### config.mk
export PLATFORM = sky130hd
export DESIGN_NAME = conv_frame_scheduler
export DESIGN_NICKNAME = d
export VERILOG_FILES = /design/src/rtl/conv_pkg.sv /design/src/rtl/rr_arbiter.sv /design/src/rtl/conv_frame_scheduler.sv
export SDC_FILE = /design/constraint.sdc
export NUM_CORES = 1
export LEC_CHECK = 0
export ABC_AREA = 1
export BUFFER_PORTS_ARGS = -buffer_cell sky130_fd_sc_hd__buf_2
export CORE_MARGIN = 5
export CORE_UTILIZATION = 44
export DETAILED_ROUTE_END_ITERATION = 8
export PLACE_DENSITY_LB_ADDON = 0.2
export SETUP_SLACK_MARGIN = 0.15
export SYNTH_ARGS = -nofsm -noshare
export SYNTH_HDL_FRONTEND = slang
export SYNTH_SLANG_ARGS = --single-unit
### constraint.sdc
create_clock -name clk -period 1.69 [get_ports clk]
set_clock_uncertainty 0.15 [all_clocks]
set_input_delay 0.2535 -clock clk [delete_from_list [all_inputs] [get_ports clk]]
set_output_delay 0.2535 -clock clk [all_outputs]
set_load 0.05 [all_outputs]
### src/rtl/conv_pkg.sv
// Shared types and constants for the convolution frame scheduler.
package conv_pkg;

    typedef enum logic [2:0] {
        ST_IDLE,
        ST_ENG_RESET,
        ST_STREAM,
        ST_FLUSH,
        ST_DONE,
        ST_ABORT
    } sched_state_t;

    // The engine reports a result whenever its two-bit valid field is nonzero.
    localparam logic [1:0] ENG_VALID_NONE = 2'b00;

    // One row plus the 3x3 window margin, the engine pipeline and one output register.
    function automatic int flush_cycles(input int row_size, input int eng_latency);
        return row_size + 2 + eng_latency + 1;
    endfunction

endpackage

### src/rtl/rr_arbiter.sv
// Round-robin arbiter: one-hot grant to the first requester at or after the pointer,
// pointer advances past the winner when en is high.
module rr_arbiter #(
    parameter int NUM_CH = 2,
    localparam int PTR_W = $clog2(NUM_CH)
) (
    input  logic              clk,
    input  logic              rst,
    input  logic [NUM_CH-1:0] req,
    input  logic              en,
    output logic [NUM_CH-1:0] grant
);

    logic [PTR_W-1:0] ptr;
    logic [PTR_W-1:0] winner;
    logic [PTR_W-1:0] idx;
    logic [PTR_W:0]   sum;
    logic             found;

    // NOTE: every variable gets a default before any branch so no latch is inferred.
    always_comb begin
        grant  = '0;
        winner = '0;
        found  = 1'b0;
        sum    = '0;
        idx    = '0;
        for (int i = 0; i < NUM_CH; i++) begin
            sum = {1'b0, ptr} + (PTR_W+1)'(i);
            if (sum >= (PTR_W+1)'(NUM_CH)) begin
                sum = sum - (PTR_W+1)'(NUM_CH);
            end
            idx = PTR_W'(sum);
            if (!found && req[idx]) begin
                found  = 1'b1;
                winner = idx;
            end
        end
        if (found) begin
            grant[winner] = 1'b1;
        end
    end

    // NOTE: state registers use non-blocking assignments so every flop samples pre-edge values.
    always_ff @(posedge clk) begin
        if (rst) begin
            ptr <= '0;
        end else if (en && found) begin
            ptr <= (int'(winner) == NUM_CH - 1) ? '0 : winner + PTR_W'(1);
        end
    end

endmodule

### src/rtl/conv_frame_scheduler.sv
// Frame-level round-robin scheduler sharing one Laplacian engine between NUM_CH sources.
// Define CONV_SCHED_STATS_EN to add per-channel 16-bit completed-frame counters on frame_cnt.
module conv_frame_scheduler
    import conv_pkg::*;
#(
    parameter int WORD_SIZE   = 8,
    parameter int ROW_SIZE    = 540,
    parameter int FRAME_ROWS  = 540,
    parameter int NUM_CH      = 2,
    parameter int ENG_LATENCY = 3
) (
    input  logic                          clk,
    input  logic                          rst,
    input  logic [NUM_CH-1:0]             req,
    output logic [NUM_CH-1:0]             grant,
    input  logic [NUM_CH-1:0]             in_valid,
    input  logic [NUM_CH*WORD_SIZE-1:0]   in_pixel,
    output logic [NUM_CH-1:0]             in_ready,
    output logic                          eng_rst,
    output logic [WORD_SIZE-1:0]          eng_pixel,
    input  logic [WORD_SIZE-1:0]          eng_out_pixel,
    input  logic [1:0]                    eng_valid,
    output logic                          out_valid,
    output logic [WORD_SIZE-1:0]          out_pixel,
    output logic [$clog2(NUM_CH)-1:0]     out_ch,
    output logic                          frame_done,
    output logic                          underrun,
    output logic                          busy,
    output logic [NUM_CH*16-1:0]          frame_cnt
);

    localparam int CH_W         = $clog2(NUM_CH);
    localparam int PIX_TOTAL    = ROW_SIZE * FRAME_ROWS;
    localparam int PIX_W        = $clog2(PIX_TOTAL);
    localparam int FLUSH_CYCLES = flush_cycles(ROW_SIZE, ENG_LATENCY);
    localparam int FL_W         = $clog2(FLUSH_CYCLES + 1);
    localparam logic [PIX_W-1:0] PIX_LAST   = PIX_W'(PIX_TOTAL - 1);
    localparam logic [FL_W-1:0]  FLUSH_LAST = FL_W'(FLUSH_CYCLES - 1);

    sched_state_t          state, state_nxt;
    logic [NUM_CH-1:0]     grant_q;
    logic [NUM_CH-1:0]     arb_grant;
    logic                  arb_en;
    logic [PIX_W-1:0]      pix_cnt;
    logic [FL_W-1:0]       flush_cnt;
    logic [CH_W-1:0]       gidx;
    logic [WORD_SIZE-1:0]  sel_pixel;
    logic                  gvalid;
    logic                  result_ok;

    assign arb_en    = (state == ST_IDLE) && (req != '0);
    assign grant     = grant_q;
    assign gvalid    = |(in_valid & grant_q);
    assign result_ok = (eng_valid != ENG_VALID_NONE) &&
                       ((state == ST_STREAM) || (state == ST_FLUSH));

    rr_arbiter #(.NUM_CH(NUM_CH)) u_arb (
        .clk   (clk),
        .rst   (rst),
        .req   (req),
        .en    (arb_en),
        .grant (arb_grant)
    );

    always_comb begin
        gidx      = '0;
        sel_pixel = '0;
        for (int c = 0; c < NUM_CH; c++) begin
            if (grant_q[c]) begin
                gidx      = CH_W'(c);
                sel_pixel = in_pixel[c*WORD_SIZE +: WORD_SIZE];
            end
        end
    end

    always_comb begin
        state_nxt  = state;
        in_ready   = '0;
        eng_pixel  = '0;
        eng_rst    = rst;
        frame_done = 1'b0;
        underrun   = 1'b0;
        busy       = (state != ST_IDLE);
        case (state)
            ST_IDLE: begin
                if (req != '0) state_nxt = ST_ENG_RESET;
            end
            ST_ENG_RESET: begin
                eng_rst   = 1'b1;
                state_nxt = ST_STREAM;
            end
            ST_STREAM: begin
                in_ready  = grant_q;
                eng_pixel = sel_pixel;
                // The engine cannot stall, so a missing pixel kills the frame.
                if (!gvalid)                  state_nxt = ST_ABORT;
                else if (pix_cnt == PIX_LAST) state_nxt = ST_FLUSH;
            end
            ST_FLUSH: begin
                if (flush_cnt == FLUSH_LAST) state_nxt = ST_DONE;
            end
            ST_DONE: begin
                frame_done = 1'b1;
                state_nxt  = ST_IDLE;
            end
            ST_ABORT: begin
                eng_rst   = 1'b1;
                underrun  = 1'b1;
                state_nxt = ST_IDLE;
            end
            default: state_nxt = ST_IDLE;
        endcase
    end

    always_ff @(posedge clk) begin
        if (rst) begin
            state     <= ST_IDLE;
            grant_q   <= '0;
            pix_cnt   <= '0;
            flush_cnt <= '0;
            out_valid <= 1'b0;
            out_pixel <= '0;
            out_ch    <= '0;
        end else begin
            state <= state_nxt;
            if (arb_en) begin
                grant_q <= arb_grant;
            end else if ((state == ST_DONE) || (state == ST_ABORT)) begin
                grant_q <= '0;
            end
            pix_cnt   <= (state == ST_STREAM) ? pix_cnt + PIX_W'(1) : '0;
            flush_cnt <= (state == ST_FLUSH) ? flush_cnt + FL_W'(1) : '0;
            out_valid <= result_ok;
            if (result_ok) begin
                out_pixel <= eng_out_pixel;
                out_ch    <= gidx;
            end
        end
    end

`ifdef CONV_SCHED_STATS_EN
    always_ff @(posedge clk) begin
        for (int c = 0; c < NUM_CH; c++) begin
            if (rst) begin
                frame_cnt[c*16 +: 16] <= '0;
            end else if ((state == ST_DONE) && grant_q[c]) begin
                frame_cnt[c*16 +: 16] <= frame_cnt[c*16 +: 16] + 16'd1;
            end
        end
    end
`else
    assign frame_cnt = '0;
`endif

endmodule

==> flow_summary.toml <==
[die]
row_count = 27
die_h_um = 85.57
die_w_um = 85.57
die_area_sq_um = 7321
ioPinCount = 90
start_util = 0.4535
core_sq_um = 5540

[timing]
fin_crit_sh = 1.089
hold_viol_final = 0
layout_setup_ws_ns = -0.1512
slew_violations = 0
setup_viol = 8
rsz0062_at_grt = "true"
final.min_clock_period_ns = 1.841
max_freq_ghz = 0.5431

[finish]
regArea_sq_um = 927.1
fill_cells = 535
antenna_cells = 0
fin_area_sq_um = 3178
fin_cells = 475
num-nets-final = 437
layout-drive-gt1-share = 0.4020
area_delta_synth_final_pct = 26.49
multi_input_area_sq_um = 1420

[routing]
vias_per_cell = 4.632
drt_wl_total_mm = 5.512
met3WireLength_um = 320
ant_nets = 0
drtIter0Drc = 67
drc = 0
dr.pass1.iters = 4
wl_met1_mm = 2.420
via_count = 2200
met2_length_mm = 2.688
top_layer = "met4"
wl_per_cell_um = 11.60

[synth]
yosysSeqAreaShare = 0.3586
synthTopCellsByCount = "47 x nand2_1, 47 x nor2_1, 45 x dfxtp_1"
ys.flop_type = "dfxtp_1"
yosys_warnings = 0
yosysTopAreaCell = "dfxtp_1"
ys_ff_latch = 45
synth_area_sq_um = 2512
synth.top_cell.area_share = 0.3586
syn_area_per_cell_sq_um = 7.613
synth.area.top_cells = "dfxtp_1 36%, buf_4 9.9%, nand2_1 7.0%"
syn_inst = 330
synth_cell_type_count = 41
async_flop_share = 0
synth_enable_flop_cells = 0

[setup_path]
slowest_stage = "dfxtp_4"
cpMostUsedCell = "nor2_4"
cp_cell_sequence = "nor2_4, nand2_4, nor2_4, a32o_2, buf_8"
critPathLaunchType = "flop"
critPathArrivalTime_ns = 1.44
cp_top_family = "simple AND/OR/NAND/NOR gates"
path_max_fanout = 5
r2r-start = "state[2]$_SDFFE_PP0P_"
critical_path_class = "reg2out"
critical_path_buf_inv_count = 1
crit_path_end_kind = "primary output"
cp_slowest_stage_delay_ns = 0.36
rrSetupSlack_ns = 0.23
r2r_cells = 7
crit_required_ns = 1.29
reg2reg_to = "pix_cnt[4]$_SDFF_PP0_"

[placement]
hpwl_mm = 3.994
portBuffers = 57
placed_cell_area_sq_um = 2790
finalWeightedCongestion = 0.7787
pre_cts_ws_ns = 0.06035
place_inst = 459

[flow_run]
max_cap_violations = 0

[hold_path]
min_to = "out_pixel[0]$_SDFFE_PP0P_"
worstHoldStart = "eng_out_pixel[0]"
min_path_cells = 3
min_path_type = "in2reg"

[clock_network]
cts_root_buf = "clkbuf_8"
clockBufferDepth = 2
cts-htree-levels = 2
hold_buffers = 0
clk_latency_ns = 0.30
cts_sinks = 45
cts-buffers-inserted = 5
tritoncts = "done"
cts.reportedPaths.clkPinSlew_ns = 0.09

[grt]
first_global_vias = 2060
grt_overflow_total = 0
grtUsageTotal = 0.1477
grt_max_degree = 14
grt_first_pass_wirelength_mm = 8.990
antenna_found_initial = 0

[pwr]
max-vdd-ir-drop_mv = 0.6725
power_mw = 2.940
p_leak_nw = 1.388
power_density_nw_per_um2 = 924.9

[outcome]
status = "complete, but fails checks"
violations = "negative setup slack"
-- layer usage --
metal | GRT usage | up-vias
met5 | 0 | -
met4 | 0.03885 | 0
met3 | 0.05091 | 9
met2 | 0.2387 | 55
met1 | 0.1878 | 987
li1 | - | 1149
-- metrics by stage --
| stage | hold slack [ns] | setup TNS (ns) | utilization |
|---|---|---|---|
| after floorplan | 0.2675 | -0.9102 | - |
| after global placement | 0.2837 | 0 | 0.5036 |
| after detailed placement | 0.2914 | 0 | 0.5036 |
| after CTS | 0.05552 | -0.8030 | 0.5515 |
| after global routing | 0.05388 | -1.397 | 0.5736 |
| final | 0.05235 | -0.9741 | 0.5736 |
-- tightest hold or removal path: cells and delay by family --
family | cells | cell delay [ns]
AND/OR/NAND/NOR | 1 | 0.08
AO/OA/AOI/OAI | 1 | 0.07
buffers and inverters | 1 | 0.07
-- timing repair --
item | in CTS | in global routing
endpoints found under the hold margin | 0 | 0
endpoints found under the setup margin | 18 | 29
setup buffers | 3 | 3
cloned | 2 | 0
pin swaps | 11 | 10
resized for setup | 49 | 38
-- cell type report --
type,instances,share of cell area
clock inverters,2,0.003150
clock buffers,6,0.02283
multi-input cells,242,0.4468
flip-flops and latches,45,0.2917
inverters,40,0.05197
repair buffers,68,0.1551
well taps,72,0.02835
-- flip-flops by register name, summed over array words and instances (netlist names) --
signal and flops:
out_valid 1, u_arb.ptr 1, state 3, out_pixel 8, grant 2, pix_cnt 19
flush_cnt 10, out_ch 1
-- logic make-up (layout without fill, tap and decap cells) --
logic type      count (synthesis)  count (layout)  synth area share
compound gates                 56              56            0.1444
flops                          45              45            0.3586
xor+xnor                        5               5           0.01743
simple gates                  144             146            0.2938
fa+ha+maj                       3               3           0.01494
other cells                     1              32          0.001493
buf+inv                        76             116            0.1693
-- power by group --
group,switching (mW),leakage (nW),internal [mW]
logic,0.792,0.971,0.304
registers,0.0588,0.373,1.14
clock network,0.354,0.0450,0.287
-- how the worst max path moves through the flow --
stage                          startpoint           end  slack (ns)  cells after the start
floorplan           state[0]$_SDFFE_PP0P_  eng_pixel[0]       -0.11                      4
global placement    state[2]$_SDFFE_PP0P_  eng_pixel[2]        0.09                      5
detailed placement  state[2]$_SDFFE_PP0P_  eng_pixel[4]        0.06                      5
CTS                 state[2]$_SDFFE_PP0P_  eng_pixel[4]       -0.11                      5
global route        state[2]$_SDFFE_PP0P_  eng_pixel[3]       -0.19                      5
finish              state[2]$_SDFFE_PP0P_  eng_pixel[3]       -0.15                      5
-- placed cells by master (no fill, tap or decap), types with 3 or more instances in the layout --
cell | synthesis | routed
o21ai_1 | 3 | 6
a21oi_1 | 16 | 16
xor2_1 | 5 | 5
nor2_4 | 5 | 8
nand3_1 | 15 | 13
nand4_1 | 4 | 4
nor3_2 | 3 | 4
dfxtp_4 | 0 | 3
buf_8 | 0 | 8
nor2_2 | 5 | 10
inv_2 | 4 | 7
o21ai_0 | 17 | 14
nand2_4 | 2 | 4
nand3_2 | 2 | 4
clkbuf_8 | 0 | 5
inv_1 | 32 | 28
nor2_1 | 47 | 41
a32o_2 | 0 | 8
buf_4 | 33 | 9
dfxtp_2 | 0 | 12
nand2_1 | 47 | 40
o21ai_2 | 4 | 4
dfxtp_1 | 45 | 30
conb_1 | 1 | 32
buf_6 | 1 | 8
buf_2 | 1 | 43
a21oi_2 | 6 | 5
nand2_2 | 1 | 6
(Power assumes the default switching activity.)
